==> config.mk <==
export PLATFORM = sky130hd
export DESIGN_NAME = conv_spike_pool
export DESIGN_NICKNAME = d
export VERILOG_FILES = /design/src/rtl/conv_spike_pool.sv
export SDC_FILE = /design/constraint.sdc
export NUM_CORES = 1
export LEC_CHECK = 0
export ABC_CLOCK_PERIOD_IN_PS = 6600
export CAP_MARGIN = 20
export CELL_PAD_IN_SITES_DETAIL_PLACEMENT = 1
export CELL_PAD_IN_SITES_GLOBAL_PLACEMENT = 2
export CORE_ASPECT_RATIO = 1.1
export CORE_UTILIZATION = 39
export CTS_BUF_LIST = sky130_fd_sc_hd__clkbuf_4 sky130_fd_sc_hd__clkbuf_8
export CTS_CLUSTER_DIAMETER = 40
export DETAILED_ROUTE_END_ITERATION = 12
export PLACE_DENSITY_LB_ADDON = 0.1
export SKIP_LAST_GASP = 1
export SYNTH_ARGS = -nofsm -noshare
export SYNTH_HDL_FRONTEND = slang
export SYNTH_SLANG_ARGS = --single-unit
==> constraint.sdc <==
create_clock -name clk -period 6.6 [get_ports clk]
set_input_delay 0.99 -clock clk [delete_from_list [all_inputs] [get_ports clk]]
set_output_delay 0.99 -clock clk [all_outputs]
set_load 0.1 [all_outputs]
==> src/rtl/conv_spike_pool.sv <==
// conv_spike_pool: 2x2 OR-pooling of per-pixel spike vectors.
// Spikes are accumulated per pooling cell. On a timestep-end marker the
// cells are scanned in raster order, one cell per cycle. Every non-empty
// cell is emitted, and then the marker itself is forwarded.
module conv_spike_pool #(
  parameter int IMG_WIDTH    = 8,
  parameter int IMG_HEIGHT   = 8,
  parameter int OUT_CHANNELS = 2,
  parameter int COORD_BITS   = $clog2(IMG_WIDTH)
) (
  input  logic                    clk,
  input  logic                    rst,
  input  logic                    in_valid,
  output logic                    in_ready,
  input  logic                    in_timestep,
  input  logic [COORD_BITS-1:0]   in_x,
  input  logic [COORD_BITS-1:0]   in_y,
  input  logic [OUT_CHANNELS-1:0] in_spikes,
  output logic                    out_valid,
  input  logic                    out_ready,
  output logic                    out_timestep,
  output logic [COORD_BITS-2:0]   out_x,
  output logic [COORD_BITS-2:0]   out_y,
  output logic [OUT_CHANNELS-1:0] out_spikes,
  output logic                    busy
);

  localparam int HALF_W = IMG_WIDTH / 2;
  localparam int NCELLS = HALF_W * (IMG_HEIGHT / 2);
  localparam int XB     = COORD_BITS - 1;
  // The width is a power of two, so a cell index is simply {y>>1, x>>1}.
  localparam int IDX_W  = 2 * XB;
  localparam logic [IDX_W-1:0]    LAST_IDX = IDX_W'(NCELLS - 1);
  localparam logic [COORD_BITS:0] H_LIM    = (COORD_BITS + 1)'(IMG_HEIGHT);

  typedef enum logic [1:0] {
    ST_ACCUM  = 2'd0,
    ST_FLUSH  = 2'd1,
    ST_MARKER = 2'd2
  } state_t;

  typedef logic [NCELLS-1:0][OUT_CHANNELS-1:0] cells_t;

  state_t                  state_q, state_d;
  logic [IDX_W-1:0]        scan_q, scan_d;
  cells_t                  cells_q, cells_d;
  logic                    ready_q, ready_d;
  logic                    busy_q, busy_d;
  logic                    out_valid_q, out_valid_d;
  logic                    out_ts_q, out_ts_d;
  logic [XB-1:0]           out_x_q, out_x_d;
  logic [XB-1:0]           out_y_q, out_y_d;
  logic [OUT_CHANNELS-1:0] out_spikes_q, out_spikes_d;

  logic [IDX_W-1:0]        in_idx_s;
  logic                    in_hs_s;
  logic                    in_y_ok_s;
  logic                    advance_s;
  logic [OUT_CHANNELS-1:0] next_cell_s;
  logic                    unused_s;

  // Select one cell of the storage array by scan index.
  function automatic logic [OUT_CHANNELS-1:0] cell_at(input cells_t cells,
                                                      input logic [IDX_W-1:0] idx);
    logic [OUT_CHANNELS-1:0] r;
    r = {OUT_CHANNELS{1'b0}};
    for (int i = 0; i < NCELLS; i++) begin
      if (idx == IDX_W'(i)) begin
        r = cells[i];
      end else begin
        r = r;
      end
    end
    return r;
  endfunction

  // The low coordinate bits only pick the pixel inside a 2x2 cell.
  assign unused_s = ^{in_x[0], in_y[0]};
  assign in_idx_s = {in_y[COORD_BITS-1:1], in_x[COORD_BITS-1:1]};
  assign in_y_ok_s = ({1'b0, in_y} < H_LIM);
  assign in_hs_s = in_valid && ready_q;

  // Compute the next state and cell contents, then derive next-cycle outputs from them.
  always_comb begin
    state_d      = state_q;
    scan_d       = scan_q;
    cells_d      = cells_q;
    advance_s    = 1'b0;
    out_valid_d  = 1'b0;
    out_ts_d     = 1'b0;
    out_x_d      = {XB{1'b0}};
    out_y_d      = {XB{1'b0}};
    out_spikes_d = {OUT_CHANNELS{1'b0}};
    case (state_q)
      ST_ACCUM: begin
        if (in_hs_s && in_timestep) begin
          state_d = ST_FLUSH;
          scan_d  = {IDX_W{1'b0}};
        end else if (in_hs_s && in_y_ok_s) begin
          for (int i = 0; i < NCELLS; i++) begin
            if (in_idx_s == IDX_W'(i)) begin
              cells_d[i] = cells_q[i] | in_spikes;
            end else begin
              cells_d[i] = cells_q[i];
            end
          end
        end else begin
          state_d = ST_ACCUM;
        end
      end
      ST_FLUSH: begin
        // A non-empty cell waits for the handshake; an empty one is skipped.
        if (out_valid_q) begin
          advance_s = out_ready;
        end else begin
          advance_s = 1'b1;
        end
        if (advance_s) begin
          for (int i = 0; i < NCELLS; i++) begin
            if (scan_q == IDX_W'(i)) begin
              cells_d[i] = {OUT_CHANNELS{1'b0}};
            end else begin
              cells_d[i] = cells_q[i];
            end
          end
          if (scan_q == LAST_IDX) begin
            state_d = ST_MARKER;
            scan_d  = {IDX_W{1'b0}};
          end else begin
            scan_d = scan_q + {{(IDX_W-1){1'b0}}, 1'b1};
          end
        end else begin
          scan_d = scan_q;
        end
      end
      ST_MARKER: begin
        if (out_ready) begin
          state_d = ST_ACCUM;
        end else begin
          state_d = ST_MARKER;
        end
      end
      default: begin
        state_d = ST_ACCUM;
        scan_d  = {IDX_W{1'b0}};
      end
    endcase

    next_cell_s = cell_at(cells_d, scan_d);
    if ((state_d == ST_FLUSH) && (next_cell_s != {OUT_CHANNELS{1'b0}})) begin
      out_valid_d  = 1'b1;
      out_x_d      = scan_d[XB-1:0];
      out_y_d      = scan_d[IDX_W-1:XB];
      out_spikes_d = next_cell_s;
    end else if (state_d == ST_MARKER) begin
      out_valid_d = 1'b1;
      out_ts_d    = 1'b1;
    end else begin
      out_valid_d = 1'b0;
    end
    ready_d = (state_d == ST_ACCUM);
    busy_d  = (state_d != ST_ACCUM);
  end

  // State, cell storage and output registers, with synchronous reset.
  always_ff @(posedge clk) begin
    if (rst) begin
      state_q      <= ST_ACCUM;
      scan_q       <= {IDX_W{1'b0}};
      cells_q      <= {(NCELLS*OUT_CHANNELS){1'b0}};
      ready_q      <= 1'b1;
      busy_q       <= 1'b0;
      out_valid_q  <= 1'b0;
      out_ts_q     <= 1'b0;
      out_x_q      <= {XB{1'b0}};
      out_y_q      <= {XB{1'b0}};
      out_spikes_q <= {OUT_CHANNELS{1'b0}};
    end else begin
      state_q      <= state_d;
      scan_q       <= scan_d;
      cells_q      <= cells_d;
      ready_q      <= ready_d;
      busy_q       <= busy_d;
      out_valid_q  <= out_valid_d;
      out_ts_q     <= out_ts_d;
      out_x_q      <= out_x_d;
      out_y_q      <= out_y_d;
      out_spikes_q <= out_spikes_d;
    end
  end

  // in_ready is held low while reset is applied.
  assign in_ready     = ready_q && !rst;
  assign busy         = busy_q;
  assign out_valid    = out_valid_q;
  assign out_timestep = out_ts_q;
  assign out_x        = out_x_q;
  assign out_y        = out_y_q;
  assign out_spikes   = out_spikes_q;

endmodule

==> flow_metrics.tcl, run 1 <==
set metrics [dict create \
    cts_root_buf "clkbuf_8" \
    diodes 0 \
    async_reset_ff_frac 0 \
    fin_nets 332 \
    place_hpwl_microns 5940 \
    max_freq_mhz 236 \
    cp.required_ps 6770 \
    h-tree-depth 2 \
    synth_edf_count 0 \
    fillers 768 \
    critPathSlowestCell "nand2b_1" \
    yosysWarnings 0 \
    drtIter0Drc 138 \
    worstMarginPinSlew_ps 970 \
    initial_utilization 0.413 \
    synthCells 303 \
    ys_ff_latch 48 \
    dieArea_sq_mm 0.00700 \
    synth_area_sq_mm 0.00260 \
    synth_top_flop_cell "dfxtp_1" \
    cts.sinks 48 \
    switchingPower_mw 0.164 \
    period_minus_slack_ps 4230 \
    area.sequential_sq_um 961 \
    fin_cells 395 \
    grtUsageTotal 0.252 \
    r2r_end "out_x[1]" \
    synth_cell_types 56 \
    finalSetupViolCount 0 \
    fin_crit_sh 0.641 \
    die_y_microns 87.7 \
    grt_pass1_vias 2450 \
    end_kind "register" \
    first_pass_iters 4 \
    worst-path-stages 9 \
    multi_input_area_sq_mm 0.00150 \
    finalClockSkew_ps 2.91 \
    clock_path_buffers 2 \
    synth_nets 320 \
    worst-setup-path-type "primary input to register" \
    postCtsSetupBuffers 0 \
    max_stage_delay_ps 740 \
    dpl.cell_count 388 \
    rr_startpoint "state_q[0]" \
    critPathCapture "out_x[1]" \
    max_slew_margin 0.351 \
    drcViolationCount 0 \
    p_seq_frac 0.469 \
    rrSetupSlack_ps 3160 \
    ys_seq_area_frac 0.369 \
    cp-start-kind "primary input" \
    power_frac_clock 0.395 \
    cts.clk_slew.worst_paths_ps 90 \
    via_count 2422 \
    arrival_ps 4400 \
    ff2ff_path_depth 8 \
    startpoint "out_ready" \
    io_pins 23 \
    cp_num_buf_inv 1 \
    rsz0062_at_grt "no" \
    core-area_sq_mm 0.00631 \
    port_buffers 20 \
    die_width_microns 79.9 \
    numCtsBuffers 5 \
    postCtsHoldBufs 0 \
    power_density_mw_per_mm2 214 \
    outcome "finished, final reports clean" \
    cap_violations 0 \
    drt_wl_total_microns 8190 \
    via_per_inst 6.13 \
    gp_congestion 0.800 \
    syn_to_final_growth_pct 13.4 \
    hold_class "register to register" \
    finalHoldViolCount 0 \
    clk_latency_ps 300 \
    irDropWorstVdd_v 0.0000972 \
    internal_power_mw 0.469 \
    layout-drive-gt1-share 0.0825 \
    rows 30 \
    combPwrFrac 0.136 \
    avgRoutedWirePerCell_microns 20.7 \
    power.leakage_nw 1.03 \
    switching_share 0.258 \
    cts_tree "built" \
    grt_max_degree 42 \
    crit_chain "clkdlybuf4s50_1 -> nand2b_1 -> nand3_1 -> o221ai_1 -> o2111ai_1 -> o22ai_1 -> a211oi_1 -> a31oi_2 -> a21oi_1" \
    syn_avg_cell_area_sq_um 8.58 \
    drv_slew 0 \
    cts.repair.resized 0 \
    worst-path-max-fanout 25 \
    grt_pass1_wl_microns 13200 \
    cp_top_family "compound AO/OA/AOI/OAI gates" \
    setup_tns_ps 0 \
    antenna_found_initial 0 \
    overflow 0 \
    ant_nets 0 \
]
==> worst min-delay path by stage <==
stage / start / endpoint / slack [ps] / depth (start not counted)
2_1_floorplan: cells_q[30] / cells_q[30] / 450 / 2
3_3_place_gp: cells_q[31] / cells_q[31] / 470 / 2
3_5_place_dp: cells_q[31] / cells_q[31] / 490 / 2
4_1_cts: cells_q[31] / cells_q[31] / 510 / 2
5_1_grt: cells_q[23] / cells_q[23] / 540 / 2
6_report: cells_q[31] / cells_q[31] / 510 / 2
==> per-layer routing <==
metal	global-route usage	share of wire
met3	0.0333	0.046
met4	0.0747	0.011
met5	0	0
met2	0.431	0.49
met1	0.330	0.45
==> Yosys cell counts, types with 2 or more instances <==
library cell   n  area (sq um)
nand3b_1       4          30.0
o21ai_0        5          25.0
buf_6          3          33.8
o21bai_1       2          15.0
a22o_1         2          17.5
dfxtp_1       48           961
nor4_2         3          37.5
mux2i_1        9          90.1
nand2_1        9          33.8
nor3_2         2          20.0
nand4_1       14          87.6
nand2b_1       5          31.3
o2111ai_1      2          17.5
nor2b_1        9          56.3
o211a_1        2          20.0
clkbuf_1       7          26.3
a22oi_1       27           203
nor2_1        47           176
nand3_1        8          40.0
o32ai_1        2          17.5
a211oi_1       3          22.5
buf_2          7          35.0
inv_1         10          37.5
nor4_1         2          12.5
ha_1           4          50.1
and3_1         5          31.3
nor3_1        11          55.1
and2_1         5          31.3
o32ai_2        2          32.5
o22ai_1        3          18.8
a21oi_1       13          65.1
a31oi_1        4          25.0
==> state kept, by name, indices dropped and copies added (netlist names) <==
register	cells
scan_q	4
cells_q	32
out_timestep	1
out_x	2
out_spikes	2
busy	1
out_y	2
out_valid	1
ready_q	1
state_q	2
==> worst register-to-register path, cell delays in order, from the launching register on <==
cell and delay, ps:
dfxtp_1 510, nor2b_4 540, a22o_1 310, a32o_1 680, mux2i_1 170, o21bai_1 290
o311ai_1 220, a31oi_2 470, a21oi_1 130
==> metrics by stage <==
step,setup WS [ps],hold WS [ps],power (mW),util,instance area [sq um]
after detailed placement,2160,491,0.388,0.447,2820
final,2370,506,0.633,0.468,2950
after CTS,2430,513,0.637,0.468,2950
after global routing,2150,536,0.653,0.468,2950
after global placement,2200,471,0.388,0.447,2820
after floorplan,3090,454,0.362,-,2600
==> placed cells by master (no fill, tap or decap), types with 8 or more instances in the layout <==
cell	instances
dfxtp_1	48
nor2_1	47
a22oi_1	27
clkdlybuf4s50_1	20
nand4_1	14
a21oi_1	13
nor3_1	11
inv_1	10
nor2b_1	9
nand2_1	9
mux2i_1	9
nand3_1	8
==> cell type report <==
type / count / share of cell area
multi-input combinational: 227 / 0.508
sequential: 48 / 0.326
clock buffer: 5 / 0.0233
clock inverter: 2 / 0.0204
timing repair buffer: 23 / 0.0755
inverter: 10 / 0.0127
tap: 80 / 0.0339
==> power by group through the flow <==
stage,Sequential [mW],Clock [mW],Combinational [mW]
3_5_place_dp,0.304,0,0.0847
3_3_place_gp,0.303,0,0.0844
4_1_cts,0.297,0.255,0.0855
2_1_floorplan,0.310,0,0.0523
5_1_grt,0.298,0.264,0.0917
6_report,0.297,0.250,0.0862
==> kinds of logic (layout without fill, tap and decap cells) <==
group,after synthesis,after routing,synth area share
DFF,48,48,0.369
and+or+nand+nor,131,131,0.281
muxes,9,9,0.0346
adders and majority gates,4,4,0.0192
buffers and inverters,28,40,0.0539
AOI/OAI and AO/OA,83,83,0.242
Note: power is estimated with default switching activity, not from simulation.
==> inputs of run 2 (changes only) <==
--- a/config.mk
+++ b/config.mk
@@ -5,12 +5,12 @@
 export SDC_FILE = /design/constraint.sdc
 export NUM_CORES = 1
 export LEC_CHECK = 0
-export ABC_CLOCK_PERIOD_IN_PS = 6600
+export ABC_CLOCK_PERIOD_IN_PS = 3540
 export CAP_MARGIN = 20
 export CELL_PAD_IN_SITES_DETAIL_PLACEMENT = 1
 export CELL_PAD_IN_SITES_GLOBAL_PLACEMENT = 2
 export CORE_ASPECT_RATIO = 1.1
-export CORE_UTILIZATION = 39
+export CORE_UTILIZATION = 33
 export CTS_BUF_LIST = sky130_fd_sc_hd__clkbuf_4 sky130_fd_sc_hd__clkbuf_8
 export CTS_CLUSTER_DIAMETER = 40
 export DETAILED_ROUTE_END_ITERATION = 12
==> constraint.sdc (replaced) <==
create_clock -name clk -period 3.54 [get_ports clk]
set_input_delay 0.531 -clock clk [delete_from_list [all_inputs] [get_ports clk]]
set_output_delay 0.531 -clock clk [all_outputs]
set_load 0.1 [all_outputs]
==> flow_metrics.tcl, run 2 (synthesized netlist as in run 1, its figures left out) <==
set metrics [dict create \
    postPlaceCellArea_sq_mm 0.00298 \
    clk_latency_ps 310 \
    final_util 0.409 \
    port_buffers 20 \
    layout-drive-gt1-share 0.130 \
    cts_root_buf "clkbuf_8" \
    area.sequential_sq_um 961 \
    die_y_microns 95.1 \
    layout_setup_ws_ps 487 \
    cts_tree "built" \
    diodes 0 \
    max_freq_mhz 328 \
    cp-start-kind "primary input" \
    core-area_sq_mm 0.00756 \
    via_per_inst 5.65 \
    grt_max_degree 41 \
    postCtsSetupBuffers 0 \
    initial_utilization 0.344 \
    cts.sinks 48 \
    arrival_ps 3290 \
    grt_pass1_wl_microns 14000 \
    via_count 2464 \
    reg_top3 "cells_q: 32 flops, scan_q: 4 flops" \
    postCtsHoldBufs 0 \
    dpl_worst_slack_ps 248 \
    multi_input_area_sq_mm 0.00150 \
    power.leakage_nw 1.10 \
    gp_congestion 0.833 \
    drcViolationCount 0 \
    avgRoutedWirePerCell_microns 20.1 \
    drv_slew 0 \
    first_pass_iters 4 \
    hold_class "register to register" \
    grt_pass1_vias 2536 \
    power_density_mw_per_mm2 367 \
    finalClockSkew_ps 11.8 \
    clock_path_buffers 2 \
    design_area_sq_mm 0.00309 \
    numCtsBuffers 5 \
    end_kind "register" \
    ant_nets 0 \
    drt_wl_total_microns 8780 \
    cap_violations 0 \
    mostFrequentLayoutCells "48 x dfxtp_1, 47 x nor2_1, 27 x a22oi_1" \
    fin_nets 347 \
    fillers 909 \
    place_hpwl_microns 6670 \
    grtUsageMet2 0.385 \
    irDropWorstVdd_v 0.000144 \
    top_register "cells_q" \
    cp.required_ps 3780 \
    worst-path-max-fanout 16 \
    drtIter0Drc 150 \
    die_width_microns 86.7 \
    cts.repair.resized 0 \
    finalHoldViolCount 0 \
    top_usage_layer "met2" \
    use_met1 0.303 \
    largest_reg_flops 32 \
    use_met3 0.0338 \
    dieArea_sq_mm 0.00824 \
    h-tree-depth 2 \
    rsz0062_at_grt "no" \
    p_total_mw 1.13 \
    outcome "finished, final reports clean" \
    setup_tns_ps 0 \
    final_common_cell "dfxtp_1" \
    rows 33 \
    syn_to_final_growth_pct 18.7 \
    period_minus_slack_ps 3050 \
    max_slew_margin 0.352 \
    worst-setup-path-type "primary input to register" \
    finalSetupViolCount 0 \
    cts.clk_slew.worst_paths_ps 90 \
    antenna_found_initial 0 \
    overflow 0 \
    fin_crit_sh 0.862 \
    grtUsageTotal 0.229 \
    io_pins 23 \
    worstMarginPinSlew_ps 969 \
]
run 2: cell count changes in the layout (fill, tap and decap cells not counted), sizes merged:
| cell | before | now |
|---|---|---|
| clkinvlp | 0 | 1 |
| buf | 3 | 19 |
| bufinv | 2 | 1 |
| clkinv | 0 | 1 |
| clkdlybuf4s50 | 20 | 19 |
run 2: cell type report:
class / count / area share
Tap cell: 105 / 0.0426
Inverter: 10 / 0.0122
Sequential cell: 48 / 0.311
Clock inverter: 3 / 0.0138
Timing Repair Buffer: 38 / 0.112
Multi-Input combinational cell: 227 / 0.486
Clock buffer: 5 / 0.0223
run 2: worst paths after layout:
kind | start | endpoint | slack, ps | cells after the start
min | cells_q[30] | cells_q[30] | 510 | 2
max reg2reg | state_q[0] | out_x[1] | 490 | 9
max | out_ready | out_x[1] | 490 | 10
min reg2reg | cells_q[30] | cells_q[30] | 510 | 2
run 2: critical path, stage by stage:
cell and delay (ps):
clkdlybuf4s50_1 510, nand2b_1 290, buf_4 290, a21oi_1 110, o21ai_0 300, nand4b_2 280, o21bai_1 290, a211oi_1 280
a31oi_2 230, a21oi_1 180
run 2: per-stage QoR:
stage / hold WS (ps) / cells
floorplan: 454 / 303
global placement: 475 / 428
detailed placement: 486 / 428
CTS: 510 / 436
global route: 534 / 436
finish: 507 / 436
run 2: where the power goes:
part	internal [mW]	switching [mW]
sequential	0.546	0.00738
combinational	0.0610	0.114
clock	0.209	0.195
total	0.817	0.317
run 2: metal layers:
metal | routed length [microns] | vias up
met2 | 4240 | 44
met3 | 320 | 13
li1 | - | 1185
met1 | 4050 | 1222
met4 | 168 | 0
met5 | 0 | -
